### src/rtl/ar4_job_scheduler.sv
// ar4_job_scheduler
// Two-requester round-robin front end for the four-register shift/add unit.
// A granted job is walked through operand load, start, completion wait and a
// timed result display, then reported back to its requester as done or err.
module ar4_job_scheduler #(
  parameter int N           = 16,
  parameter int DISP_CYCLES = 8,
  parameter int TIMEOUT     = 255
) (
  input  logic           clk,
  input  logic           rst,
  input  logic           req0,
  input  logic           req1,
  input  logic [N/2-1:0] a0,
  input  logic [N/2-1:0] x0,
  input  logic [N/2-1:0] a1,
  input  logic [N/2-1:0] x1,
  output logic           done0,
  output logic           done1,
  output logic           err0,
  output logic           err1,
  output logic           busy,
  output logic           ar4_start,
  output logic           ar4_getA,
  output logic           ar4_getX,
  output logic           ar4_putOut,
  output logic [N/2-1:0] ar4_inBus,
  input  logic           ar4_ready
);

  localparam int B    = N / 2;
  localparam int WD_W = $clog2(TIMEOUT + 1);
  localparam int DW_W = $clog2(DISP_CYCLES + 1);

  localparam logic [WD_W-1:0] WD_LIMIT = WD_W'(TIMEOUT);
  localparam logic [DW_W-1:0] DW_LAST  = DW_W'(DISP_CYCLES - 1);

  typedef enum logic [3:0] {
    IDLE,
    LOAD_A,
    LOAD_X,
    START,
    WAIT_LOW,
    WAIT_RDY,
    SHOW,
    DONE,
    ERR
  } stateT;

  stateT           state;
  stateT           nextState;
  logic            lastSrv;     // requester served by the most recent job
  logic            grantIdx;    // requester owning the job in flight
  logic            grantEn;
  logic            grantPick;
  logic [B-1:0]    aLat;
  logic [B-1:0]    xLat;
  logic [WD_W-1:0] wdCnt;
  logic [WD_W-1:0] wdNext;
  logic            wdHit;
  logic [DW_W-1:0] dwellCnt;
  logic            waiting;

  // Round-robin pick: on a tie the requester not served last wins.
  assign grantPick = (req0 && req1) ? ~lastSrv : req1;

  // Watchdog expires on the cycle whose increment would reach TIMEOUT, so the
  // wait states occupy exactly TIMEOUT cycles before ERR.
  assign waiting = (state == WAIT_LOW) || (state == WAIT_RDY);
  assign wdNext  = wdCnt + WD_W'(1);
  assign wdHit   = waiting && (wdNext == WD_LIMIT);

  // State register.
  always_ff @(posedge clk or negedge rst) begin
    // NOTE: sequential state uses non-blocking assignments so every register
    // samples pre-edge values regardless of process ordering.
    if (!rst) state <= IDLE;
    else      state <= nextState;
  end

  // Next-state decode and Moore outputs; all outputs derive from state so a
  // reset forces them low without waiting for a clock.
  always_comb begin
    // NOTE: every output gets a default here so no path through the case
    // statement leaves a signal unassigned and infers a latch.
    nextState  = state;
    grantEn    = 1'b0;
    ar4_getA   = 1'b0;
    ar4_getX   = 1'b0;
    ar4_start  = 1'b0;
    ar4_putOut = 1'b0;
    ar4_inBus  = '0;
    done0      = 1'b0;
    done1      = 1'b0;
    err0       = 1'b0;
    err1       = 1'b0;
    busy       = (state != IDLE);

    unique case (state)
      IDLE: begin
        if (ar4_ready && (req0 || req1)) begin
          grantEn   = 1'b1;
          nextState = LOAD_A;
        end
      end
      LOAD_A: begin
        ar4_getA  = 1'b1;
        ar4_inBus = aLat;
        nextState = LOAD_X;
      end
      LOAD_X: begin
        ar4_getX  = 1'b1;
        ar4_inBus = xLat;
        nextState = START;
      end
      START: begin
        ar4_start = 1'b1;
        nextState = WAIT_LOW;
      end
      WAIT_LOW: begin
        if (wdHit)           nextState = ERR;
        else if (!ar4_ready) nextState = WAIT_RDY;
      end
      WAIT_RDY: begin
        if (wdHit)          nextState = ERR;
        else if (ar4_ready) nextState = SHOW;
      end
      SHOW: begin
        ar4_putOut = 1'b1;
        if (dwellCnt == DW_LAST) nextState = DONE;
      end
      DONE: begin
        done0     = ~grantIdx;
        done1     = grantIdx;
        nextState = IDLE;
      end
      ERR: begin
        err0      = ~grantIdx;
        err1      = grantIdx;
        nextState = IDLE;
      end
      default: nextState = IDLE;
    endcase
  end

  // Control registers: grant owner, round-robin pointer, watchdog, dwell.
  always_ff @(posedge clk or negedge rst) begin
    if (!rst) begin
      lastSrv  <= 1'b1;
      grantIdx <= 1'b0;
      wdCnt    <= '0;
      dwellCnt <= '0;
    end else begin
      if (grantEn) grantIdx <= grantPick;
      if ((state == DONE) || (state == ERR)) lastSrv <= grantIdx;

      if (state == START) wdCnt <= '0;
      else if (waiting)   wdCnt <= wdNext;

      if (state == SHOW) dwellCnt <= (dwellCnt == DW_LAST) ? '0 : dwellCnt + DW_W'(1);
      else               dwellCnt <= '0;
    end
  end

  // Operand capture at the grant edge; later request/operand changes are ignored.
  always_ff @(posedge clk) begin
    // NOTE: these are pure data registers with no reset; they are only seen on
    // ar4_inBus in the load states, which are always preceded by a grant.
    if (grantEn) begin
      aLat <= grantPick ? a1 : a0;
      xLat <= grantPick ? x1 : x0;
    end
  end

endmodule

### config.mk
export PLATFORM = sky130hd
export DESIGN_NAME = ar4_job_scheduler
export DESIGN_NICKNAME = d
export VERILOG_FILES = /design/src/rtl/ar4_job_scheduler.sv
export SDC_FILE = /design/constraint.sdc
export NUM_CORES = 1
export LEC_CHECK = 0
export CORE_UTILIZATION = 45
export CTS_CLUSTER_SIZE = 10
export DETAILED_ROUTE_END_ITERATION = 10
export GPL_ROUTABILITY_DRIVEN = 0
export GPL_TIMING_DRIVEN = 0
export HOLD_SLACK_MARGIN = 0.06
export PLACE_DENSITY = 0.85
export SYNTH_ARGS = -nofsm -noshare
export SYNTH_HDL_FRONTEND = slang
export SYNTH_SLANG_ARGS = --single-unit
### constraint.sdc
create_clock -name clk -period 2.27 [get_ports clk]
set_input_delay 0.681 -clock clk [delete_from_list [all_inputs] [get_ports clk]]
set_output_delay 0.681 -clock clk [all_outputs]
set_load 0.01 [all_outputs]
==> Flow_metrics.wiki, run 1 <==
{| class="wikitable"
! Metric !! Value
|-
| TritonCTS clock tree || done
|-
| Tcrit/Tclk final || 0.9779
|-
| Max H-tree Level || 2
|-
| Fraction of registers with async set/reset || 0.5294
|-
| Share of Yosys cell area claimed by the top area cell type || 0.2569
|-
| Count of clock tree sinks || 34
|-
| Global-route wire length before repair || 7231 µm
|-
| Skew final || 0.003814 ns
|-
| Routed via count || 1524
|-
| Number of violations reported at the end of detailed-routing iteration 0 || 58
|-
| Result of the run || finished clean
|-
| Pin count of the biggest net entering global routing || 19
|-
| Routed vias/inst || 5.385
|-
| Final wirelength || 4266 µm
|-
| Yosys Warn Count || 0
|-
| Max transition margin || 0.4568
|-
| Unrepaired setup endpoints after global routing || true
|-
| Cell row count || 23
|-
| Syn_nets || 206
|-
| Top achievable clock speed || 450.5 MHz
|-
| Distinct cell type count of the synthesized netlist || 42
|-
| Switching portion of total power || 0.3670
|-
| CORE AREA || 0.004000 mm²
|-
| Post-synth top area cell || sky130_fd_sc_hd__edfxtp_1
|-
| Final Slew Violations || 0
|-
| Setup slack after layout || 0.05006 ns
|-
| Tmin final || 2.220 ns
|-
| Hold Worst Slack || 0.4705 ns
|-
| Post-CTS Hold Buffers || 0
|-
| Average cell area after synthesis || 11.27 µm²
|-
| Post-layout instance area || 0.002611 mm²
|-
| Share of total power in sequential cells || 0.347
|-
| Required time of the critical path || 1.59 ns
|-
| Maximum fanout count along the critical path || 10
|-
| Clock-pin slew on the worst setup and hold paths || 0.06 ns
|-
| Gr ovfl total || 0
|-
| Worst hold path type || flop to flop
|-
| Die X-Extent || 66.47 µm
|-
| CTS buffer count || 5
|-
| Launching element type of the critical path || flop
|-
| Count of endpoints failing setup in the final report || 0
|-
| Part of the Yosys area used for sequential elements || 0.4983
|-
| Power per cell area || 973.4 mW/mm²
|-
| Main area contributors after synthesis || sky130_fd_sc_hd__edfxtp_1 (26%), sky130_fd_sc_hd__dfrtp_1 (23%), sky130_fd_sc_hd__mux2_2 (9.6%)
|-
| # nets final || 272
|-
| Switching power || 0.0009328 W
|-
| Total I/O pin count || 54
|-
| Count of mapped cells out of synthesis || 166
|-
| Die Ht || 66.47 µm
|-
| Max IR drop VDD || 0.0007524 V
|-
| Remaining antenna violation count || 0
|-
| Number of detailed-route iterations in the first pass || 4
|-
| Slew @ Worst Pin || 0.8123 ns
|-
| Worst endpoint data arrival time || 1.54 ns
|-
| Antenna violations before repair || 0
|-
| Final routed wire length divided by cell count || 15.07 µm
|-
| Post-placement worst setup slack || -0.3387 ns
|-
| Leak pwr || 1.035 nW
|-
| Kind of critical path || flop to output port
|-
| Initial standard-cell utilization of the core || 0.4676
|-
| Logic gate share of total power || 0.477
|-
| Final count of hold timing violations || 0
|-
| Post-DP HPWL || 2972 µm
|-
| Max-cap viol count || 0
|-
| Synthesis-stage register bit count || 34
|-
| Ratio of cells with drive above 1 in the final layout || 0.2833
|-
| Synth-to-Final Area Change || 39.60%
|-
| Cell depth of the worst min-delay path || 1
|-
| DRC violations left || 0
|-
| Cell area after synthesis || 0.001871 mm²
|-
| Clk pwr share || 0.176
|-
| Capturing element type of the critical path || output port
|-
| Die outline area || 0.004418 mm²
|-
| EDFF count, synth || 16
|-
| Top_reg_cell synth || sky130_fd_sc_hd__dfrtp_1
|-
| Number of buffers added on ports || 53
|-
| Skew-Pair Late Insertion Delay || 0.28 ns
|-
| Vias in the first global route || 1522
|-
| Longest Clk Path Bufs || 2
|-
| Number of antenna repair diodes || 0
|-
| Depth of the worst register-to-register path || 3
|-
| Internal portion of total power || 0.001609 W
|-
| Total routing resource utilization after global routing || 0.2241
|-
| Post-placement cell area || 0.002464 mm²
|-
| Clock tree root driver cell || sky130_fd_sc_hd__clkbuf_8
|}
==> synth_stat cells, types with 3 or more instances <==
master and n:
sky130_fd_sc_hd__dfrtp_1 17, sky130_fd_sc_hd__ha_1 3, sky130_fd_sc_hd__mux2_2 16, sky130_fd_sc_hd__nor2_1 9
sky130_fd_sc_hd__edfxtp_1 16, sky130_fd_sc_hd__inv_1 6, sky130_fd_sc_hd__xor2_1 3, sky130_fd_sc_hd__a22o_1 8
sky130_fd_sc_hd__a21oi_1 4, sky130_fd_sc_hd__nor3_1 7, sky130_fd_sc_hd__nand3_1 6, sky130_fd_sc_hd__nand2b_1 3
sky130_fd_sc_hd__o21ai_0 12, sky130_fd_sc_hd__nand2_1 11, sky130_fd_sc_hd__buf_4 6, sky130_fd_sc_hd__xnor2_1 5
sky130_fd_sc_hd__a31oi_1 3, sky130_fd_sc_hd__nor4_1 3
==> worst paths after layout <==
check | to | startpoint | slack [ns]
min | dwellCnt[0] | dwellCnt[0] | 0.47
min reg2reg | dwellCnt[0] | dwellCnt[0] | 0.47
max in group asynchronous | state[0] | rst | 0.85
max reg2reg | xLat[6] | state[1] | 0.40
min in group asynchronous | wdCnt[5] | rst | 0.87
max | ar4_inBus[1] | state[1] | 0.05
==> power by group through the flow <==
stage	Combinational (W)	Sequential (W)	Clock, W
2_1_floorplan	0.000706	0.000863	0
3_3_place_gp	0.00109	0.000878	0
3_5_place_dp	0.00111	0.000882	0
4_1_cts	0.00118	0.000877	0.000455
5_1_grt	0.00131	0.000896	0.000494
6_report	0.00121	0.000882	0.000448
==> routing by layer <==
metal	GRT usage	wire, µm	vias to the layer above
li1	-	-	744
met3	0.06164	206	8
met5	0	0	-
met1	0.2837	1767	724
met2	0.3673	2219	48
met4	0.07713	73	0
==> worst max-delay path, stage by stage (launching register included) <==
cell,delay (ns)
sky130_fd_sc_hd__dfrtp_1,0.40
sky130_fd_sc_hd__buf_6,0.15
sky130_fd_sc_hd__nand2b_4,0.15
sky130_fd_sc_hd__nor3_4,0.15
sky130_fd_sc_hd__buf_12,0.15
sky130_fd_sc_hd__a22o_1,0.12
sky130_fd_sc_hd__buf_2,0.13
==> sequential cells by signal (all words and copies together), names as in the netlist <==
register	cells
aLat	8
dwellCnt	4
grantIdx	1
lastSrv	1
state	4
wdCnt	8
xLat	8
==> per-stage QoR <==
stage	util	TNS, ns	total power, W	cells
after global routing	0.6528	-0.05246	0.002700	283
after global placement	0.6159	-4.138	0.001964	269
final	0.6528	0	0.002542	283
after CTS	0.6481	-0.006553	0.002509	282
after floorplan	-	0	0.001569	166
after detailed placement	0.6159	-4.587	0.001989	269
==> final cells by class <==
class                      instances  area (µm²)
fill                             306        1389
buffer                             8       68.82
clock inverter                     2       7.507
tap                               50       62.56
inverter                           6       22.52
sequential                        34       933.4
multi-input combinational        118       900.9
clock buffer                       6       82.58
timing repair buffer              59       533.0
==> cells in the final DEF, fill, tap and decap left out, drive strengths merged, types with 2 or more instances in the layout <==
cell	netlist	layout
buf	8	24
o22ai	2	2
dfrtp	17	17
o21a	2	2
nand3	7	7
and2	2	2
mux2	16	16
nand2b	4	4
nand2	11	11
a22o	8	8
nor3	10	10
edfxtp	16	16
dlygate4sd2	0	4
clkbuf	0	8
nor2	10	10
or2	2	2
nor4	3	3
a21oi	4	4
clkdlybuf4s50	0	36
xor2	3	3
a31oi	3	3
ha	3	3
o21ai	12	12
clkinv	0	2
inv	6	6
xnor2	5	5
==> kinds of logic after synthesis <==
group | synth area share
mux | 0.1017
xor+xnor | 0.03746
simple gates | 0.1679
compound gates | 0.1304
fa+ha+maj | 0.02007
flops | 0.4983
buf+inv | 0.04414
==> what timing repair did <==
action	CTS	global route
pin swaps	2	2
endpoints found under the setup margin	17	12
setup buffers	5	1
resized for setup	56	11
No activity file was read; power rests on OpenSTA's default activity.
==> inputs of run 2 (changes only) <==
--- a/config.mk
+++ b/config.mk
@@ -5,13 +5,14 @@
 export SDC_FILE = /design/constraint.sdc
 export NUM_CORES = 1
 export LEC_CHECK = 0
-export CORE_UTILIZATION = 45
+export CORE_UTILIZATION = 39
+export CTS_BUF_LIST = sky130_fd_sc_hd__clkbuf_2 sky130_fd_sc_hd__clkbuf_4 sky130_fd_sc_hd__clkbuf_8
 export CTS_CLUSTER_SIZE = 10
 export DETAILED_ROUTE_END_ITERATION = 10
 export GPL_ROUTABILITY_DRIVEN = 0
 export GPL_TIMING_DRIVEN = 0
 export HOLD_SLACK_MARGIN = 0.06
-export PLACE_DENSITY = 0.85
+export PLACE_DENSITY = 0.77
 export SYNTH_ARGS = -nofsm -noshare
 export SYNTH_HDL_FRONTEND = slang
 export SYNTH_SLANG_ARGS = --single-unit
==> run 2 against run 1 <==
Against the previous run: the run now ends with design-rule violations, negative setup slack left; power rose by 4.8%; first-iteration DRC count fell by 5.2%; via count rose by 3.0%; non-clock buffer count rose by 10; register-to-register slack got worse by 0.27 ns; die area rose by 15%; global-route usage fell by 3.3 points; sequential share of layout area fell by 1.0 points; fmax fell by 3.3%; largest cell class unchanged; highest routed layer unchanged.
==> Flow_metrics.wiki, run 2 (same netlist as run 1, synthesis figures left out) <==
{| class="wikitable"
! Metric !! Value
|-
| Leading registers by flop count || aLat (8), wdCnt (8), xLat (8)
|-
| Max-cap viol count || 0
|-
| Skew-Pair Late Insertion Delay || 0.28 ns
|-
| Hold Worst Slack || 0.4645 ns
|-
| Total routing resource utilization after global routing || 0.1912
|-
| Initial standard-cell utilization of the core || 0.4181
|-
| Required time of the critical path || 1.59 ns
|-
| Die X-Extent || 71.26 µm
|-
| Cell row count || 24
|-
| Final count of hold timing violations || 0
|-
| Number of violations reported at the end of detailed-routing iteration 0 || 55
|-
| Count of clock tree sinks || 34
|-
| Leak pwr || 1.092 nW
|-
| Power per cell area || 990.3 mW/mm²
|-
| Kind of critical path || flop to output port
|-
| Max transition margin || 0.4301
|-
| Max H-tree Level || 2
|-
| Gr ovfl total || 0
|-
| Total I/O pin count || 54
|-
| Most frequent standard cell in the layout excluding fill and tap cells || sky130_fd_sc_hd__clkdlybuf4s50_1
|-
| Pin count of the biggest net entering global routing || 19
|-
| Routed vias/inst || 5.322
|-
| Ratio of cells with drive above 1 in the final layout || 0.3086
|-
| Vias in the first global route || 1564
|-
| Clock-pin slew on the worst setup and hold paths || 0.06 ns
|-
| Clock tree root driver cell || sky130_fd_sc_hd__clkbuf_8
|-
| Number of antenna repair diodes || 0
|-
| Violated checks || design-rule violations, negative setup slack
|-
| Final Slew Violations || 0
|-
| Antenna violations before repair || 0
|-
| Routed via count || 1570
|-
| Result of the run || complete, but fails checks
|-
| Share of total power in sequential cells || 0.331
|-
| DRC violations left || 1
|-
| CTS buffer count || 5
|-
| Launching element type of the critical path || flop
|-
| Capturing element type of the critical path || output port
|-
| Number of buffers added on ports || 53
|-
| Filler cell count || 350
|-
| Area taken by flip-flops and latches || 933.4 µm²
|-
| Top achievable clock speed || 435.7 MHz
|-
| Skew final || 0.008587 ns
|-
| Max incr delay on CP || 0.54 ns
|-
| Most frequent cell on the critical path || sky130_fd_sc_hd__buf_6
|-
| CORE AREA || 0.004474 mm²
|-
| Post-placement worst setup slack || -0.2802 ns
|-
| Worst hold path type || flop to flop
|-
| Tcrit/Tclk final || 1.011
|-
| Switching power || 0.0009548 W
|-
| Critical-path top delay cell || sky130_fd_sc_hd__or4_4
|-
| Die Ht || 71.26 µm
|-
| Count of endpoints failing setup in the final report || 1
|-
| Multi-input logic area || 892.1 µm²
|-
| Kind of cell adding the most delay to the critical path || simple AND/OR/NAND/NOR gates
|-
| Tmin final || 2.295 ns
|-
| Final wirelength || 4355 µm
|-
| Remaining antenna violation count || 0
|-
| Global-route wire length before repair || 7355 µm
|-
| Setup slack after layout || -0.02527 ns
|-
| # nets final || 282
|-
| Die outline area || 0.005077 mm²
|-
| Worst endpoint data arrival time || 1.61 ns
|-
| Unrepaired setup endpoints after global routing || true
|-
| Combined buffer and inverter count along the critical path || 3
|-
| Clk pwr share || 0.162
|-
| Longest Clk Path Bufs || 2
|-
| Post-DP HPWL || 2913 µm
|-
| Switching portion of total power || 0.3584
|-
| Cells along the critical path || buf_6, buf_6, or4_4, buf_6
|-
| Logic gate share of total power || 0.508
|-
| Maximum fanout count along the critical path || 6
|-
| Final routed wire length divided by cell count || 14.76 µm
|-
| Synth-to-Final Area Change || 43.81%
|-
| Commonest non-fill, non-tap cells in the layout || sky130_fd_sc_hd__clkdlybuf4s50_1 (36), sky130_fd_sc_hd__mux2_2 (16), sky130_fd_sc_hd__edfxtp_1 (16), sky130_fd_sc_hd__dfrtp_1 (16), sky130_fd_sc_hd__buf_4 (13)
|-
| Worst reg-to-reg setup slack || 0.13 ns
|-
| Slew @ Worst Pin || 0.8522 ns
|-
| TritonCTS clock tree || done
|-
| Number of detailed-route iterations in the first pass || 9
|-
| Internal portion of total power || 0.001709 W
|-
| Max IR drop VDD || 0.0004617 V
|}
run 2: layer usage:
metal / global-route usage / part of all wire / up-vias
li1: - / - / 762
met1: 0.2394 / 0.44 / 752
met2: 0.3058 / 0.49 / 45
met3: 0.03938 / 0.046 / 11
met4: 0.1156 / 0.027 / 0
met5: 0 / 0 / -
run 2: what timing repair did:
item	in CTS	in global routing
setup endpoints to repair	17	14
resized for setup	62	13
pin swaps	2	5
hold buffers	0	0
hold endpoints to repair	0	0
buffers inserted	13	6
cloned	1	0
run 2: final cells by class:
class,instances,area share
sequential,34,0.3470
timing repair buffer,69,0.2302
buffer,8,0.02698
clock inverter,2,0.003256
clock buffer,6,0.02837
tap,52,0.02419
inverter,6,0.008372
multi-input combinational,118,0.3316
run 2: path summary, 6_finish.rpt:
path,from,to,cells after the start
worst max register to register,state[1],aLat[2],5
min in group asynchronous,rst,grantIdx,1
worst min register to register,dwellCnt[0],dwellCnt[0],1
max in group asynchronous,rst,state[0],1
worst max-delay path,state[1],busy,4
worst min-delay path,dwellCnt[0],dwellCnt[0],1
run 2: stage by stage:
step / area, µm² / cells / setup TNS, ns / power, W / utilization
after global placement: 2466 / 271 / -4.556 / 0.001966 / 0.5512
after detailed placement: 2466 / 271 / -4.487 / 0.001988 / 0.5512
after CTS: 2695 / 293 / -0.5860 / 0.002649 / 0.6023
after global routing: 2690 / 295 / -0.1208 / 0.002831 / 0.6012
after floorplan: 1871 / 166 / 0 / 0.001569 / -
final: 2690 / 295 / -0.02527 / 0.002664 / 0.6012
run 2: power groups by stage:
stage                     sequential [W]  clock (W)  combinational [W]
after CTS                       0.000874   0.000444            0.00133
final                           0.000881   0.000431            0.00135
after detailed placement        0.000885          0            0.00110
after floorplan                 0.000863          0           0.000706
after global routing            0.000892   0.000473            0.00147
after global placement          0.000878          0            0.00109
